`src/rtl/config_loader.sv`:
```
`default_nettype none
// ============================================================================
// Module   : config_loader
// Purpose  : Streams host words MSB-first into the LE scan chain and releases
//            the fabric once exactly CHAIN_LEN bits have been shifted.
//            Optional CFG_CRC_EN: CRC-8 check word accepted after the image.
// Revision : 1.0  initial release
// ============================================================================
module config_loader #(
  parameter int NUM_LE   = 4,
  parameter int LUT_SIZE = 16,
  parameter int WORD_W   = 8,
  localparam int c_chain_len = NUM_LE * (LUT_SIZE + 1),
  localparam int c_cnt_w     = $clog2(c_chain_len + 1)
) (
  input  logic               clk,
  input  logic               nrst,
  input  logic               en,
  input  logic               start,
  input  logic               abort,
  input  logic [WORD_W-1:0]  s_data,
  input  logic               s_valid,
  output logic               s_ready,
  output logic               cfg_data,
  output logic               cfg_en,
  output logic               le_nrst,
  output logic               le_en,
  output logic               busy,
  output logic               done,
  output logic               error,
  output logic [c_cnt_w-1:0] bit_cnt
);

  localparam int                  c_wcnt_w    = (WORD_W > 1) ? $clog2(WORD_W) : 1;
  localparam logic [c_cnt_w-1:0]  c_last_bit  = c_cnt_w'(c_chain_len - 1);
  localparam logic [c_cnt_w-1:0]  c_full      = c_cnt_w'(c_chain_len);
  localparam logic [c_wcnt_w-1:0] c_word_last = c_wcnt_w'(WORD_W - 1);

  typedef enum logic [2:0] {
    S_IDLE  = 3'd0,
    S_LOAD  = 3'd1,
    S_SHIFT = 3'd2,
    S_CHECK = 3'd3,
    S_DONE  = 3'd4,
    S_ERROR = 3'd5
  } state_t;

`ifdef CFG_CRC_EN
  localparam state_t c_end_state = S_CHECK;
`else
  localparam state_t c_end_state = S_DONE;
`endif

  state_t               r_state;
  state_t               w_state_nxt;
  logic [WORD_W-1:0]    r_shreg;
  logic [c_cnt_w-1:0]   r_bit_cnt;
  logic [c_wcnt_w-1:0]  r_word_bits;
  logic                 r_busy;
  logic                 r_done;
  logic                 w_begin;
  logic                 w_load;
  logic                 w_step;

  assign w_begin = en & ~abort & start &
                   ((r_state == S_IDLE) | (r_state == S_DONE) | (r_state == S_ERROR));
  assign w_load  = en & ~abort & s_valid & (r_state == S_LOAD);
  assign w_step  = en & ~abort & (r_state == S_SHIFT);

  assign s_ready  = en & ((r_state == S_LOAD) | (r_state == S_CHECK));
  assign cfg_data = r_shreg[WORD_W-1];
  assign cfg_en   = w_step;
  assign busy     = r_busy;
  assign done     = r_done;
  assign le_nrst  = r_done;
  assign le_en    = r_done;
  assign bit_cnt  = r_bit_cnt;

`ifdef CFG_CRC_EN
  logic       r_crc_err;
  logic [7:0] r_crc;
  logic       w_crc_fb;
  logic       w_check;
  logic       w_crc_ok;

  assign w_crc_fb = r_crc[7] ^ r_shreg[WORD_W-1];
  assign w_check  = en & ~abort & s_valid & (r_state == S_CHECK);
  assign w_crc_ok = (s_data[7:0] == r_crc);
  assign error    = r_crc_err;

  // CRC-8 poly 0x07 over exactly the bits that leave on cfg_data
  always_ff @(posedge clk or negedge nrst) begin
    if (!nrst) begin
      r_crc <= '0;
    end else if (w_begin) begin
      r_crc <= '0;
    end else if (w_step) begin
      r_crc <= {r_crc[6:0], 1'b0} ^ {5'b0, {3{w_crc_fb}}};
    end
  end
`else
  assign error = 1'b0;
`endif

  always_comb begin
    w_state_nxt = r_state;
    if (abort) begin
      w_state_nxt = S_IDLE;
    end else if (w_begin) begin
      w_state_nxt = S_LOAD;
    end else if (w_load) begin
      w_state_nxt = S_SHIFT;
    end else if (w_step) begin
      if (r_bit_cnt == c_last_bit) begin
        w_state_nxt = c_end_state;
      end else if (r_word_bits == c_word_last) begin
        w_state_nxt = S_LOAD;
      end
    end
`ifdef CFG_CRC_EN
    else if (w_check) begin
      w_state_nxt = w_crc_ok ? S_DONE : S_ERROR;
    end
`endif
  end

  // Status flags are registered from the next state so le_nrst and busy move together
  always_ff @(posedge clk or negedge nrst) begin
    if (!nrst) begin
      r_state     <= S_IDLE;
      r_shreg     <= '0;
      r_bit_cnt   <= '0;
      r_word_bits <= '0;
      r_busy      <= 1'b0;
      r_done      <= 1'b0;
`ifdef CFG_CRC_EN
      r_crc_err   <= 1'b0;
`endif
    end else begin
      r_state <= w_state_nxt;
      r_busy  <= (w_state_nxt == S_LOAD) | (w_state_nxt == S_SHIFT) | (w_state_nxt == S_CHECK);
      r_done  <= (w_state_nxt == S_DONE);
`ifdef CFG_CRC_EN
      r_crc_err <= (w_state_nxt == S_ERROR);
`endif
      if (w_begin) begin
        r_bit_cnt <= '0;
      end
      if (w_load) begin
        r_shreg     <= s_data;
        r_word_bits <= '0;
      end
      if (w_step) begin
        r_shreg     <= {r_shreg[WORD_W-2:0], 1'b0};
        r_word_bits <= r_word_bits + 1'b1;
        if (r_bit_cnt != c_full) begin
          r_bit_cnt <= r_bit_cnt + 1'b1;
        end
      end
    end
  end

endmodule
`default_nettype wire

```
`config.mk`:
```
export PLATFORM = sky130hd
export DESIGN_NAME = config_loader
export DESIGN_NICKNAME = d
export VERILOG_FILES = /design/src/rtl/config_loader.sv
export SDC_FILE = /design/constraint.sdc
export NUM_CORES = 1
export LEC_CHECK = 0
export ABC_AREA = 1
export CAP_MARGIN = 10
export CORE_MARGIN = 5
export CORE_UTILIZATION = 52
export CTS_CLUSTER_SIZE = 8
export DETAILED_ROUTE_END_ITERATION = 12
export GPL_TIMING_DRIVEN = 0
export MAX_ROUTING_LAYER = met4
export PLACE_DENSITY = 0.83
export SYNTH_ARGS = -nofsm -noshare
export SYNTH_HDL_FRONTEND = slang
export SYNTH_SLANG_ARGS = --single-unit
```
`constraint.sdc`:
```
create_clock -name clk -period 4 [get_ports clk]
set_clock_uncertainty 0.15 [all_clocks]
set_input_delay 0.8 -clock clk [delete_from_list [all_inputs] [get_ports clk]]
set_output_delay 0.8 -clock clk [all_outputs]
set_load 0.02 [all_outputs]
```
==> reports/summary.md, run 1 <==
• **outcome** completed
• **CTS sink cnt** 23
• **worst r2r src** bit_cnt[0]
• **max-slew headroom at the worst pin** 34.2%
• **Starting Density** 55.0%
• **Die Area** 3460 um^2
• **number of warnings reported in the yosys synthesis log** 0
• **clock latency on the worst-skew pair** 0.30 ns
• **overflow left after global routing** 0
• **TritonCTS buffer count** 3
• **Die H** 58.8 um
• **clock buffer depth** 2
• **library cell used as clock root buffer** sky130_fd_sc_hd__clkbuf_4
• **total nets after synthesis** 160
• **timing-limited maximum frequency** 0.298 GHz
• **1st-pass router iterations** 4
• **minimum hold slack** 0.347 ns
• **antenna violations before repair** 0
• **horizontal die dimension** 58.8 um
• **CP endpoint kind** output port
• **Synth Cell Area** 1240 um^2
• **post-DP HPWL** 2.02 mm
• **count of antenna-violating nets left after detailed routing** 0
• **vias per inst** 5.03
• **reg-to-reg setup timing slack** 2.32 ns
• **clock slew seen by the registers of the worst setup and hold paths** 0.12 ns
• **worst hold stages** 1
• **total of max-cap violations** 0
• **number of setup violations in the final report** 0
• **most frequent CP cell** sky130_fd_sc_hd__clkdlybuf4s50_1
• **number of hold-slack violations in the final timing report** 0
• **Worst R2R End** done
• **final std cell area, no fill** 1570 um^2
• **minimum period implied by the final worst setup slack** 3.35 ns
• **kind of start point of the critical path** primary input
• **unrepaired setup endpoints after global routing** no
• **CTS tree** built
• **total length of routed wires** 2.64 mm
• **post-CTS setup repair buffer count** 0
• **depth of the most critical reg-to-reg path** 9
• **slowest CP cell** sky130_fd_sc_hd__clkdlybuf4s50_1
• **worst-path maximum fanout** 10
• **total number of nets in the final design** 192
• **area inside the core boundary** 2250 um^2
• **critical path data arrival time** 2.40 ns
• **Rows** 17
• **cell chain of the critical path** clkdlybuf4s50_1 > nand2_4 > nor2_8 > buf_4 > clkdlybuf4s50_1
• **number of levels the H-tree was split into** 1
• **synth top area cells** sky130_fd_sc_hd__dfrtp_1, sky130_fd_sc_hd__o21ai_1, sky130_fd_sc_hd__nand2_1, sky130_fd_sc_hd__inv_1, sky130_fd_sc_hd__nor2_1
• **share of flip-flops with an asynchronous set or reset after synthesis** 100%
• **Worst Hold Class** register to register
• **number of fillers in the final layout** 194
• **worst IR drop on VDD** 0.253 mV
• **static leakage** 0.746 nW
• **worst hold path endpoint** r_word_bits[0]
• **largest net degree at the start of global routing** 24
• **diodes inserted** 0
• **type of the worst setup path** primary input to output port
• **count of distinct cell types in the synthesized netlist** 29
• **count of flip-flops with a built-in enable after synthesis** 0
• **origin of the worst min-delay path** r_word_bits[0]
• **post-DR wirelength/cell** 13.1 um
• **cell area reported after detailed placement** 1550 um^2
• **fin. max-slew vios** 0
• **Pwr per Cell Area** 294 nW/um^2
• **layout cells sized above 1** 15.0%
• **worst stage delay on the critical path** 0.61 ns
• **flip-flop and latch count after synthesis** 23
• **Syn Inst Count** 142
• **number of ports placed on the die boundary** 29
• **mean post-synth cell area** 8.73 um^2
• **sequential cell area fraction in the yosys report** 46.4%
• **area fraction of the dominant cell type after synthesis** 46.4%
• **summed negative setup slack over all endpoints** 0 ns
• **leading cell types by count after synthesis** sky130_fd_sc_hd__dfrtp_1, sky130_fd_sc_hd__nand2_1, sky130_fd_sc_hd__inv_1, sky130_fd_sc_hd__nor2_1, sky130_fd_sc_hd__o21ai_1
• **Hold Buf Count CTS** 0
• **share of the clock period used by the worst path after layout** 83.9%
• **global-route wire length before repair** 4.35 mm
• **post-CTS resize count** 0
• **main flop type after synthesis** sky130_fd_sc_hd__dfrtp_1
• **most frequent cell after synthesis** sky130_fd_sc_hd__dfrtp_1
• **violation count after the first detailed-routing iteration** 49
• **cell accounting for the most synthesized area** sky130_fd_sc_hd__dfrtp_1
• **routability cong.** 0.786
• **count of input and output buffers** 27
• **global-route total usage across every layer** 16.8%
• **area growth from synthesis to layout** 26.7%
• **DRC errors left** 0
• **via count of the first global-routing pass** 1004
• **actual transition at the worst max-transition pin** 0.984 ns
• **vias** 1012
• **Required @ worst endpoint** 3.05 ns
[cell type report]
class	count	area [um^2]	area share (%)
Timing Repair Buffer	27	270	17.2
Multi-Input combinational cell	93	551	35.0
Tap cell	28	35.0	2.23
Clock buffer	4	26.3	1.67
Inverter	21	78.8	5.02
Sequential cell	23	576	36.6
Buffer	5	35.0	2.23
[how the worst max path moves through the flow]
stage,start,endpoint,slack [ns],cells past startpoint
after floorplan,abort,cfg_en,1.75,4
after global placement,en,cfg_en,0.66,5
after global routing,abort,cfg_en,0.59,6
after CTS,en,cfg_en,0.65,5
final,en,cfg_en,0.65,5
after detailed placement,en,cfg_en,0.65,5
[power by group]
group	total, mW	internal [mW]	switching [mW]
sequential	0.277	0.260	0.0168
combinational	0.0793	0.0379	0.0414
clock	0.105	0.0389	0.0664
total	0.462	0.337	0.125
[cells in the final DEF, fill, tap and decap left out]
| cell type | Yosys | routed |
|---|---|---|
| sky130_fd_sc_hd__nor2_1 | 16 | 16 |
| sky130_fd_sc_hd__nand4_2 | 1 | 1 |
| sky130_fd_sc_hd__ha_1 | 4 | 4 |
| sky130_fd_sc_hd__nor2_2 | 2 | 2 |
| sky130_fd_sc_hd__nand2_1 | 19 | 19 |
| sky130_fd_sc_hd__inv_2 | 3 | 3 |
| sky130_fd_sc_hd__o21ai_0 | 2 | 2 |
| sky130_fd_sc_hd__o22ai_1 | 1 | 1 |
| sky130_fd_sc_hd__a22o_1 | 2 | 2 |
| sky130_fd_sc_hd__nand4_1 | 2 | 2 |
| sky130_fd_sc_hd__a21oi_2 | 1 | 1 |
| sky130_fd_sc_hd__buf_2 | 1 | 1 |
| sky130_fd_sc_hd__clkdlybuf4s50_1 | 0 | 27 |
| sky130_fd_sc_hd__inv_1 | 18 | 18 |
| sky130_fd_sc_hd__conb_1 | 1 | 1 |
| sky130_fd_sc_hd__nor2_8 | 1 | 1 |
| sky130_fd_sc_hd__o221ai_1 | 1 | 1 |
| sky130_fd_sc_hd__nand2_2 | 5 | 5 |
| sky130_fd_sc_hd__buf_4 | 4 | 4 |
| sky130_fd_sc_hd__xor2_1 | 1 | 1 |
| sky130_fd_sc_hd__mux2i_1 | 2 | 2 |
| sky130_fd_sc_hd__clkbuf_1 | 0 | 1 |
| sky130_fd_sc_hd__or2_0 | 1 | 1 |
| sky130_fd_sc_hd__o21ai_1 | 15 | 15 |
| sky130_fd_sc_hd__nand3_1 | 6 | 6 |
| sky130_fd_sc_hd__o31ai_1 | 3 | 3 |
| sky130_fd_sc_hd__dfrtp_1 | 23 | 23 |
| sky130_fd_sc_hd__nand2_4 | 1 | 1 |
| sky130_fd_sc_hd__nor2_4 | 1 | 1 |
| sky130_fd_sc_hd__a21oi_1 | 2 | 2 |
| sky130_fd_sc_hd__nand3_2 | 3 | 3 |
| sky130_fd_sc_hd__clkbuf_4 | 0 | 3 |
[sequential cells by signal, indices dropped and copies added (netlist names)]
register     flops
busy             1
r_word_bits      3
r_state          3
r_shreg          8
bit_cnt          7
done             1
[critical path: cells and delay by family]
kind | cells | cell delay, ns
buffers and inverters | 3 | 1.34
and+or+nand+nor | 2 | 0.26
[logic make-up (layout without fill, tap and decap cells)]
logic type	after synthesis	count (layout)	synth area share (%)
buffers and inverters	26	57	9.18
other	1	1	0.302
adder cells (fa/ha/maj)	4	4	4.04
multiplexers	2	2	1.61
XOR/XNOR	1	1	0.706
AND/OR/NAND/NOR	58	58	24.9
flip-flops	23	23	46.4
AO/OA/AOI/OAI	27	27	12.8
[metal layers]
layer	global-route usage (%)	wire length, um	vias to the layer above
li1	-	-	518
met1	20.8	1150	458
met2	26.3	1300	28
met3	3.95	135	8
met4	6.80	51	0
met5	-	0	-
[through the flow]
step / utilization [%] / std cells / power, mW / setup WS, ns
2_1_floorplan: - / 142 / 0.321 / 1.75
3_3_place_gp: 68.5 / 197 / 0.354 / 0.660
3_5_place_dp: 68.5 / 197 / 0.361 / 0.649
4_1_cts: 69.7 / 201 / 0.466 / 0.646
5_1_grt: 69.7 / 201 / 0.487 / 0.589
6_report: 69.7 / 201 / 0.462 / 0.646
No activity file was read; power rests on OpenSTA's default activity.
==> run 2, diff against run 1 <==
--- a/config.mk
+++ b/config.mk
@@ -8,12 +8,12 @@
 export ABC_AREA = 1
 export CAP_MARGIN = 10
 export CORE_MARGIN = 5
-export CORE_UTILIZATION = 52
+export CORE_UTILIZATION = 49
 export CTS_CLUSTER_SIZE = 8
 export DETAILED_ROUTE_END_ITERATION = 12
 export GPL_TIMING_DRIVEN = 0
 export MAX_ROUTING_LAYER = met4
-export PLACE_DENSITY = 0.83
+export PLACE_DENSITY = 0.79
 export SYNTH_ARGS = -nofsm -noshare
 export SYNTH_HDL_FRONTEND = slang
 export SYNTH_SLANG_ARGS = --single-unit
==> constraint.sdc (replaced) <==
create_clock -name clk -period 3.2 [get_ports clk]
set_clock_uncertainty 0.15 [all_clocks]
set_input_delay 0.64 -clock clk [delete_from_list [all_inputs] [get_ports clk]]
set_output_delay 0.64 -clock clk [all_outputs]
set_load 0.02 [all_outputs]
==> reports/summary.md, run 2 (synthesis gave the netlist of run 1 again) <==
• **violation count after the first detailed-routing iteration** 33
• **CP endpoint kind** output port
• **largest reg by FF count** r_shreg
• **worst IR drop on VDD** 0.219 mV
• **minimum period implied by the final worst setup slack** 3.02 ns
• **count of buffer and inverter cells on the critical path** 3
• **unrepaired setup endpoints after global routing** no
• **actual transition at the worst max-transition pin** 0.985 ns
• **clock buffer depth** 2
• **fin. max-slew vios** 0
• **area inside the core boundary** 2450 um^2
• **vias per inst** 5.06
• **post-DP HPWL** 1.88 mm
• **CTS tree** built
• **number of setup violations in the final report** 0
• **global-route wire length before repair** 4.18 mm
• **combined flip-flop and latch cell area** 576 um^2
• **count of antenna-violating nets left after detailed routing** 0
• **Hold Buf Count CTS** 0
• **number of hold-slack violations in the final timing report** 0
• **area growth from synthesis to layout** 26.9%
• **commonest cells after routing, fill and taps aside** sky130_fd_sc_hd__clkdlybuf4s50_1, sky130_fd_sc_hd__dfrtp_1, sky130_fd_sc_hd__nand2_1, sky130_fd_sc_hd__inv_1, sky130_fd_sc_hd__nor2_1
• **final worst-path setup slack** 0.175 ns
• **type of the worst setup path** primary input to output port
• **post-CTS setup repair buffer count** 0
• **clock latency on the worst-skew pair** 0.30 ns
• **Die Area** 3640 um^2
• **Top delay family on crit path** buffers and inverters
• **leading cell type in the layout, fill and taps excluded** sky130_fd_sc_hd__clkdlybuf4s50_1
• **global-route total usage across every layer** 15.6%
• **horizontal die dimension** 60.3 um
• **post-DR wirelength/cell** 12.2 um
• **number of ports placed on the die boundary** 29
• **Worst Hold Class** register to register
• **count of input and output buffers** 27
• **total power of the final layout** 571 uW
• **library cell used as clock root buffer** sky130_fd_sc_hd__clkbuf_4
• **diodes inserted** 0
• **DRC errors left** 0
• **area used by multi-input combinational logic** 551 um^2
• **post-route non-filler standard cell count** 203
• **outcome** completed
• **slowest CP cell** sky130_fd_sc_hd__clkdlybuf4s50_1
• **cell chain of the critical path** clkdlybuf4s50_1 > nand2_4 > nor2_8 > buf_4 > clkdlybuf4s50_1
• **most frequent CP cell** sky130_fd_sc_hd__clkdlybuf4s50_1
• **Required @ worst endpoint** 2.41 ns
• **max-slew headroom at the worst pin** 34.1%
• **Final Core Density** 64.1%
• **critical path data arrival time** 2.23 ns
• **DP Cell Count** 199
• **total of max-cap violations** 0
• **total length of routed wires** 2.48 mm
• **Rows** 18
• **kind of start point of the critical path** primary input
• **antenna violations before repair** 0
• **Die H** 60.3 um
• **share of the clock period used by the worst path after layout** 94.5%
• **worst-path maximum fanout** 10
• **vias** 1028
• **CTS sink cnt** 23
• **TritonCTS buffer count** 3
• **number of levels the H-tree was split into** 1
• **timing-limited maximum frequency** 0.331 GHz
• **number of flip-flops under the largest register name** 8
• **number of fillers in the final layout** 212
• **clock slew seen by the registers of the worst setup and hold paths** 0.11 ns
• **Starting Density** 50.5%
• **static leakage** 0.746 nW
• **worst stage delay on the critical path** 0.61 ns
• **1st-pass router iterations** 4
• **routability cong.** 0.828
• **summed negative setup slack over all endpoints** 0 ns
• **Post-Place Setup Slack** 0.175 ns
• **via count of the first global-routing pass** 1006
• **largest net degree at the start of global routing** 24
• **layout cells sized above 1** 15.0%
• **overflow left after global routing** 0
• **Pwr per Cell Area** 363 nW/um^2
• **total number of nets in the final design** 192
• **post-CTS resize count** 0
## run 2: cell counts in the layout (fill, tap and decap cells not counted)
Identical to the previous run, type by type.
## run 2: metrics by stage
step	hold WS [ns]	area, um^2
global placement	0.316	1550
global route	0.370	1570
finish	0.339	1570
floorplan	0.194	1240
detailed placement	0.331	1550
CTS	0.347	1570
## run 2: layout make-up
| cell class | instances | share of cell area, % |
|---|---|---|
| Multi-Input combinational cell | 93 | 35.0 |
| Sequential cell | 23 | 36.6 |
| Buffer | 5 | 2.23 |
| Timing Repair Buffer | 27 | 17.2 |
| Clock buffer | 4 | 1.67 |
| Tap cell | 30 | 2.38 |
| Inverter | 21 | 5.01 |
## run 2: final timing paths
| check | end | slack, ns | cells after the start | startpoint |
|---|---|---|---|---|
| min | r_word_bits[0] | 0.34 | 1 | r_word_bits[0] |
| max | cfg_en | 0.18 | 5 | en |
| max reg2reg | done | 1.49 | 9 | bit_cnt[0] |
| min reg2reg | r_word_bits[0] | 0.34 | 1 | r_word_bits[0] |
| min in group asynchronous | r_shreg[2] | 0.72 | 1 | nrst |
| max in group asynchronous | bit_cnt[3] | 1.59 | 1 | nrst |
## run 2: report_power, final
part           internal (mW)  switching (mW)  leakage [nW]
logic                 0.0476          0.0507         0.422
clock network         0.0486          0.0810        0.0150
registers              0.325          0.0177         0.309
total                  0.421           0.149         0.746
## run 2: per-layer routing
layer	GRT usage, %	part of all wire (%)	vias up
li1	-	-	521
met3	3.46	3.6	2
met5	-	0	-
met4	3.80	0.28	0
met1	19.8	50	485
met2	25.2	46	20
==> run 3, diff against run 2 <==
--- a/config.mk
+++ b/config.mk
@@ -11,6 +11,7 @@
 export CORE_UTILIZATION = 49
 export CTS_CLUSTER_SIZE = 8
 export DETAILED_ROUTE_END_ITERATION = 12
+export GPL_ROUTABILITY_DRIVEN = 0
 export GPL_TIMING_DRIVEN = 0
 export MAX_ROUTING_LAYER = met4
 export PLACE_DENSITY = 0.79
==> results of run 3 <==
Same layout as run 2: the final DEF is identical, and so are final timing and power.
